--- src/rtl/raster_pkg.sv ---
// Shared pixel-stream types for the rasterizer and the pixel writer.
// pixel_t packs to 31 bits: [30:21]=x, [20:12]=y, [11:0]=RGB444.
package raster_pkg;

  typedef logic [11:0] rgb444_t;

  typedef struct packed {
    logic [9:0] x;
    logic [8:0] y;
    rgb444_t    color;
  } pixel_t;

  typedef enum logic {
    S_RUN,
    S_CLEAR
  } state_t;

  localparam int PIXEL_W = $bits(pixel_t);

endpackage

--- src/rtl/raster_pixel_writer_if.sv ---
// Pixel stream handshake between rasterize (master) and the writer (slave).
// ready_out is high while the writer's input FIFO has room.
interface raster_pixel_writer_if;
  import raster_pkg::*;

  logic   valid_in;
  pixel_t pixel_in;
  logic   ready_out;

  modport master (
    output valid_in,
    output pixel_in,
    input  ready_out
  );

  modport slave (
    input  valid_in,
    input  pixel_in,
    output ready_out
  );

endinterface

--- src/rtl/raster_pixel_writer_fifo.sv ---
// pixel_fifo: synchronous FIFO, DEPTH (power of two) x W bits.
// Head word is presented combinationally on o_data.
module pixel_fifo #(
  parameter int DEPTH = 16,
  parameter int W     = 31
) (
  input  logic                   clk,
  input  logic                   rst_n,
  input  logic                   i_push,
  input  logic                   i_pop,
  input  logic [W-1:0]           i_data,
  output logic [W-1:0]           o_data,
  output logic [$clog2(DEPTH):0] o_count,
  output logic                   o_full,
  output logic                   o_empty
);
  localparam int AW = $clog2(DEPTH);

  logic [W-1:0]  r_mem [DEPTH];
  logic [AW-1:0] r_wr;
  logic [AW-1:0] r_rd;
  logic [AW:0]   r_cnt;
  logic          w_wr;
  logic          w_rd;

  assign o_full  = (r_cnt == (AW+1)'(DEPTH));
  assign o_empty = (r_cnt == '0);
  assign o_count = r_cnt;
  assign o_data  = r_mem[r_rd];
  assign w_wr    = i_push & ~o_full;
  assign w_rd    = i_pop & ~o_empty;

  // storage array, written on accepted push
  always_ff @(posedge clk) begin
    if (w_wr) r_mem[r_wr] <= i_data;
  end

  // pointers and occupancy
  always_ff @(posedge clk or negedge rst_n) begin
    if (!rst_n) begin
      r_wr  <= '0;
      r_rd  <= '0;
      r_cnt <= '0;
    end else begin
      if (w_wr) r_wr <= r_wr + 1'b1;
      if (w_rd) r_rd <= r_rd + 1'b1;
      unique case ({w_wr, w_rd})
        2'b10:   r_cnt <= r_cnt + (AW+1)'(1);
        2'b01:   r_cnt <= r_cnt - (AW+1)'(1);
        default: r_cnt <= r_cnt;
      endcase
    end
  end

endmodule

--- src/rtl/raster_pixel_writer.sv ---
// Pixel sink: FIFO -> stage1 -> stage2 (BRAM write), plus full-frame clear.
// Define BOUNDS_CHECK_EN to drop and count off-screen pixels.
module raster_pixel_writer
  import raster_pkg::*;
#(
  parameter int H_RES      = 320,
  parameter int V_RES      = 180,
  parameter int FIFO_DEPTH = 16,
  parameter int ADDR_W     = 16
) (
  input  logic                  clk,
  input  logic                  rst_n,
  input  logic                  clear_in,
  input  rgb444_t               clear_color_in,
  raster_pixel_writer_if.slave  pix,
  output logic                  busy_out,
  output logic                  overflow_out,
  output logic [ADDR_W-1:0]     fb_addr_out,
  output rgb444_t               fb_data_out,
  output logic                  fb_we_out,
  output logic [15:0]           dropped_cnt_out
);
  localparam int CNT_W = $clog2(FIFO_DEPTH) + 1;
  localparam logic [ADDR_W-1:0] LAST_ADDR =
    ADDR_W'(H_RES * V_RES - 1);

  state_t            r_state;
  state_t            w_state_nx;
  logic              r_clr_pend;
  rgb444_t           r_clr_color;
  logic [ADDR_W-1:0] r_sweep;
  logic              r_ovf;
  logic              r_s1_v;
  pixel_t            r_s1;
  logic [ADDR_W-1:0] r_addr;
  rgb444_t           r_data;
  logic              r_we;

  logic              w_push;
  logic              w_pop;
  logic              w_full;
  logic              w_empty;
  logic [CNT_W-1:0]  w_count;
  pixel_t            w_head;
  logic              w_inb;
  logic              w_sweep_done;
  logic [ADDR_W-1:0] w_addr;

  assign w_push = pix.valid_in & ~w_full;
  assign w_pop  = (r_state == S_RUN) & ~r_clr_pend
                & ~clear_in & ~w_empty;

  pixel_fifo #(
    .DEPTH (FIFO_DEPTH),
    .W     (PIXEL_W)
  ) u_fifo (
    .clk     (clk),
    .rst_n   (rst_n),
    .i_push  (w_push),
    .i_pop   (w_pop),
    .i_data  (pix.pixel_in),
    .o_data  (w_head),
    .o_count (w_count),
    .o_full  (w_full),
    .o_empty (w_empty)
  );

  assign pix.ready_out = ~w_full;
  assign w_sweep_done  = (r_sweep == LAST_ADDR);
  assign w_addr = ADDR_W'(r_s1.y) * ADDR_W'(H_RES)
                + ADDR_W'(r_s1.x);

  assign busy_out = (r_state == S_CLEAR) | r_clr_pend
                  | (w_count != '0) | r_s1_v | r_we;
  assign overflow_out = r_ovf;
  assign fb_addr_out  = r_addr;
  assign fb_data_out  = r_data;
  assign fb_we_out    = r_we;

  // state register
  always_ff @(posedge clk or negedge rst_n) begin
    if (!rst_n) r_state <= S_RUN;
    else        r_state <= w_state_nx;
  end

  // sweep starts once stage1 is empty; a restart keeps it in S_CLEAR
  always_comb begin
    w_state_nx = r_state;
    unique case (r_state)
      S_RUN:
        if (r_clr_pend && !r_s1_v) w_state_nx = S_CLEAR;
      S_CLEAR:
        if (!clear_in && w_sweep_done) w_state_nx = S_RUN;
      default: w_state_nx = S_RUN;
    endcase
  end

  // clear request, colour latch and sweep address
  always_ff @(posedge clk or negedge rst_n) begin
    if (!rst_n) begin
      r_clr_pend  <= 1'b0;
      r_clr_color <= '0;
      r_sweep     <= '0;
    end else if (clear_in) begin
      r_clr_color <= clear_color_in;
      r_sweep     <= '0;
      if (r_state == S_RUN) r_clr_pend <= 1'b1;
    end else if (r_state == S_CLEAR) begin
      r_sweep <= r_sweep + 1'b1;
    end else if (w_state_nx == S_CLEAR) begin
      r_clr_pend <= 1'b0;
    end
  end

  // sticky overflow, released when a sweep completes
  always_ff @(posedge clk or negedge rst_n) begin
    if (!rst_n) begin
      r_ovf <= 1'b0;
    end else begin
      if (r_state == S_CLEAR && !clear_in && w_sweep_done)
        r_ovf <= 1'b0;
      if (pix.valid_in && w_full)
        r_ovf <= 1'b1;
    end
  end

  // stage1 pixel register and stage2 write port
  always_ff @(posedge clk or negedge rst_n) begin
    if (!rst_n) begin
      r_s1_v <= 1'b0;
      r_s1   <= '0;
      r_addr <= '0;
      r_data <= '0;
      r_we   <= 1'b0;
    end else begin
      r_s1_v <= w_pop;
      if (w_pop) r_s1 <= w_head;
      if (r_state == S_CLEAR) begin
        r_addr <= r_sweep;
        r_data <= r_clr_color;
        r_we   <= ~clear_in;
      end else begin
        r_addr <= w_addr;
        r_data <= r_s1.color;
        r_we   <= r_s1_v & w_inb;
      end
    end
  end

`ifdef BOUNDS_CHECK_EN
  logic [15:0] r_drop;

  assign w_inb = (int'(r_s1.x) < H_RES)
               && (int'(r_s1.y) < V_RES);
  assign dropped_cnt_out = r_drop;

  // saturating count of off-screen pixels
  always_ff @(posedge clk or negedge rst_n) begin
    if (!rst_n)
      r_drop <= '0;
    else if (clear_in)
      r_drop <= '0;
    else if (r_s1_v && !w_inb && r_drop != 16'hFFFF)
      r_drop <= r_drop + 1'b1;
  end
`else
  assign w_inb = 1'b1;
  assign dropped_cnt_out = 16'd0;
`endif

endmodule

--- src/flat_wrapper.sv ---
// flat-port wrapper written by rule: the top's interface ports become plain ports
module raster_pixel_writer_flat import raster_pkg::*;
#(
  parameter int H_RES      = 320,
  parameter int V_RES      = 180,
  parameter int FIFO_DEPTH = 16,
  parameter int ADDR_W     = 16
)
  (clk, rst_n, clear_in, clear_color_in, busy_out, overflow_out, fb_addr_out, fb_data_out, fb_we_out, dropped_cnt_out, pix_valid_in, pix_pixel_in, pix_ready_out);
  raster_pixel_writer_if pix_i ();
  input  logic clk;
  input  logic rst_n;
  input  logic clear_in;
  input  rgb444_t clear_color_in;
  output logic busy_out;
  output logic overflow_out;
  output logic [ADDR_W-1:0] fb_addr_out;
  output rgb444_t fb_data_out;
  output logic fb_we_out;
  output logic [15:0] dropped_cnt_out;
  input wire logic [$bits(pix_i.valid_in)-1:0] pix_valid_in;
  input wire logic [$bits(pix_i.pixel_in)-1:0] pix_pixel_in;
  output wire logic [$bits(pix_i.ready_out)-1:0] pix_ready_out;
  assign pix_i.valid_in = pix_valid_in;
  assign pix_i.pixel_in = pix_pixel_in;
  assign pix_ready_out = pix_i.ready_out;
  raster_pixel_writer #(.H_RES(H_RES), .V_RES(V_RES), .FIFO_DEPTH(FIFO_DEPTH), .ADDR_W(ADDR_W)) u_core (.clk(clk), .rst_n(rst_n), .clear_in(clear_in), .clear_color_in(clear_color_in), .pix(pix_i), .busy_out(busy_out), .overflow_out(overflow_out), .fb_addr_out(fb_addr_out), .fb_data_out(fb_data_out), .fb_we_out(fb_we_out), .dropped_cnt_out(dropped_cnt_out));
endmodule
--- config.mk ---
export PLATFORM = sky130hd
export DESIGN_NAME = raster_pixel_writer_flat
export DESIGN_NICKNAME = d
export VERILOG_FILES = /design/src/rtl/raster_pkg.sv /design/src/rtl/raster_pixel_writer_if.sv /design/src/rtl/raster_pixel_writer_fifo.sv /design/src/rtl/raster_pixel_writer.sv /design/src/flat_wrapper.sv
export SDC_FILE = /design/constraint.sdc
export NUM_CORES = 1
export LEC_CHECK = 0
export BUFFER_PORTS_ARGS = -buffer_cell sky130_fd_sc_hd__buf_2
export CAP_MARGIN = 20
export CORE_UTILIZATION = 30
export DETAILED_ROUTE_END_ITERATION = 8
export GPL_ROUTABILITY_DRIVEN = 0
export HOLD_SLACK_MARGIN = 0.02
export PLACE_DENSITY = 0.48
export SYNTH_ARGS = -nofsm -noshare
export SYNTH_HDL_FRONTEND = slang
export SYNTH_SLANG_ARGS = --single-unit
--- constraint.sdc ---
create_clock -name clk -period 10.65 [get_ports clk]
set_clock_uncertainty 0.15 [all_clocks]
set_input_delay 0.5325 -clock clk [delete_from_list [all_inputs] [get_ports clk]]
set_output_delay 0.5325 -clock clk [all_outputs]
set_load 0.01 [all_outputs]
==> reports/qor.yml <==
critical_path:
  critical_path_buf_inv_count: 3
  path_cells: "nor4_1 -> nor2b_1 -> or4_1 -> inv_2 -> ha_1 -> inv_1 -> fa_1 -> inv_1 -> a21o_1 -> a21oi_1 -> xnor2_1 -> nor2_1 -> xor2_1"
  cp-start-kind: "flop"
  cp_common_cell: "inv_1"
  critPathMaxFanout: 39
  endpoint_kind: "flop"
  cp.arrival_ns: 4.21
  cp_slowest_cell: "or4_1"
  cp_slowest_stage_delay_ns: 0.55
  crit_required_ns: 10.98
  crit_family: "simple AND/OR/NAND/NOR gates"
  path_class: "flop to flop"
clocking:
  cts_made_buffers: 68
  clkLatencyLatePin_ns: 0.62
  clock_sinks: 601
  cts_setup_buffers: 0
  ctsRootBufferMaster: "clkbuf_16"
  h-tree-depth: 3
  clk_pin_slew_ns: 0.05
  cts.path.max_buffers: 3
  cts_tree: "built"
logic_synthesis:
  synth_area_leaders: "edfxtp_1 (63%), mux4_2 (15%), dfrtp_1 (11%)"
  yosys_warnings: 0
  synth-seq-cells: 601
  yosys.area.top_type: "edfxtp_1"
  synthMuxAreaShare_pct: 16.26
  ys_seq_area_share_pct: 73.82
  synth_top_family_by_area: "multiplexers"
  ys_async_sr_fraction_pct: 17.47
  synth_area_mm2: 0.02374
  syn_avg_cell_area_um2: 19.80
  synth_edf_count: 496
  yosys.area.top_type_share_pct: 62.75
  synth-xor-area-share_pct: 1.328
  synth_cell_types: 44
  synthAdderAreaFrac_pct: 1.676
  yosys.area_share.simple_pct: 3.579
  synthCells: 1199
  synth_ff_type: "edfxtp_1"
  synth_compound_area_share_pct: 1.118
grt:
  grt_max_degree: 98
  antenna_found_initial: 7
  grt_pass1_vias: 12122
  grt_pass1_wl_um: 82080
  overflow: 0
  grtUsageTotal_pct: 14.04
placed_design:
  io_buffers: 78
  dpl.cell_count: 2287
  placed_area_mm2: 0.02539
  dpl.hpwl_um: 29510
power:
  powerDensity_mw_per_mm2: 203.2
  leakagePower_nw: 9.454
  ir_drop_uv: 115.3
  totalPowerFinal_w: 0.005637
sta:
  max_freq_mhz: 257.7
  rsz0062_at_grt: "false"
  worstMarginPinSlew_ns: 0.9411
  finalSetupTns_ns: 0
  hold_viol_final: 0
  holdWs_ns: 0.06483
  period_needed_ns: 3.881
  setup_viol: 0
  slew_viol_final: 0
  min_period_over_period_pct: 36.44
  slew_headroom_pct: 37.26
detailed_routing:
  avgRoutedWirePerCell_um: 22.67
  postRouteAntennaNets: 0
  wirelength_um: 54970
  drc: 0
  drt-initial-drc-count: 699
  vias: 11323
  drt-vias-per-instance: 4.669
  firstDrtPassIters: 5
job:
  cap_violations: 0
floorplan:
  dieArea_mm2: 0.08025
  row_count: 102
  initial_utilization_pct: 30.49
  die_h_um: 283.3
  fp.dieW_um: 283.3
  core_area_mm2: 0.07785
  ios: 95
final_layout:
  finalNonFillerCells: 2425
  stdcell_area_mm2: 0.02775
  final_cell_mix: "edfxtp_1 (496), mux4_2 (155), nand2_1 (119)"
  area_delta_synth_final_pct: 16.90
  nets: 1408
  antenna_cells: 0
  final_layout_size_suffix_gt1_share_pct: 27.44
  layout_commonest_cell: "edfxtp_1"
outcome:
  status: "finished, final reports clean"
min_path:
  min_path_type: "primary input to flop"
-- worst paths after layout --
path	from	depth (start not counted)	end	slack [ns]
worst max-delay path	u_core.u_fifo.o_count[1]	13	u_core.u_fifo.o_count[4]	6.77
worst max register to register	u_core.u_fifo.o_count[1]	13	u_core.u_fifo.o_count[4]	6.77
max in group asynchronous	rst_n	3	u_core.u_fifo.r_rd[2]	8.75
min in group asynchronous	rst_n	2	u_core.fb_data_out[4]	0.36
worst min register to register	u_core.r_s1[1]	2	u_core.r_s1[1]	0.33
worst min-delay path	pix_valid_in	2	u_core.overflow_out	0.06
-- stage by stage --
step                setup WS [ns]  util (%)
floorplan                   6.725         -
global placement            6.184     32.62
detailed placement          6.067     32.62
CTS                         6.192     35.62
global route                6.452     35.64
finish                      6.769     35.64
-- routing by layer --
metal / vias up / wire, um / GRT usage (%)
met1: 6034 / 25460 / 19.36
met5: - / 74 / 0
met4: 12 / 1021 / 3.797
met2: 204 / 26180 / 22.35
li1: 4985 / - / -
met3: 88 / 2234 / 3.092
-- state kept, by name (all words and copies together), names as in the netlist --
name / count
u_core.r_s1_v: 1
u_core.r_sweep: 16
u_core.r_clr_color: 12
u_core.u_fifo.r_rd: 4
u_core.fb_we_out: 1
u_core.r_s1: 31
u_core.r_state: 1
u_core.overflow_out: 1
u_core.r_clr_pend: 1
u_core.u_fifo.r_wr: 4
u_core.fb_addr_out: 16
u_core.fb_data_out: 12
u_core.u_fifo.r_mem: 496
u_core.u_fifo.o_count: 5
-- cells by family after synthesis --
kind of cell	count (synthesis)
other	1
AND/OR/NAND/NOR	200
flip-flops	601
buffers and inverters	96
XOR/XNOR	36
AO/OA/AOI/OAI	47
adder cells (fa/ha/maj)	30
multiplexers	188
-- Yosys cell counts, drive strengths merged (20+ instances only) --
cell	n
nand2	119
xor2	20
o21ai	23
inv	24
dfrtp	105
edfxtp	496
buf	44
mux2	30
nor2	35
mux4	155
clkbuf	28
ha	27
-- where the power goes --
part           switching (W)  total (W)  leakage [nW]  internal (W)
Clock               0.000955    0.00230          1.08       0.00135
Sequential         0.0000669    0.00284          5.84       0.00277
Combinational       0.000327   0.000492          2.54      0.000165
-- worst reg2reg max path, cell delays in order, from the launching register on --
cell and delay (ns):
dfrtp_1 0.40, nor4_1 0.51, nor2b_1 0.25, or4_1 0.55, inv_2 0.45, ha_1 0.40, inv_1 0.12, fa_1 0.22
inv_1 0.06, a21o_1 0.16, a21oi_1 0.17, xnor2_1 0.14, nor2_1 0.06, xor2_1 0.14
-- what timing repair did --
action | CTS | global route
hold endpoints to repair | 62 | 0
setup endpoints to repair | 0 | 0
resized for setup | 0 | 0
hold buffers | 13 | 0
-- cell type report --
type	count	area, um2
fill	7304	50100
sequential	601	17540
multi-input combinational	517	5857
clock buffer	83	1779
tap	1040	1301
timing repair buffer	119	753.2
clock inverter	41	429.2
inverter	24	90.09
No activity file was read; power rests on OpenSTA's default activity.
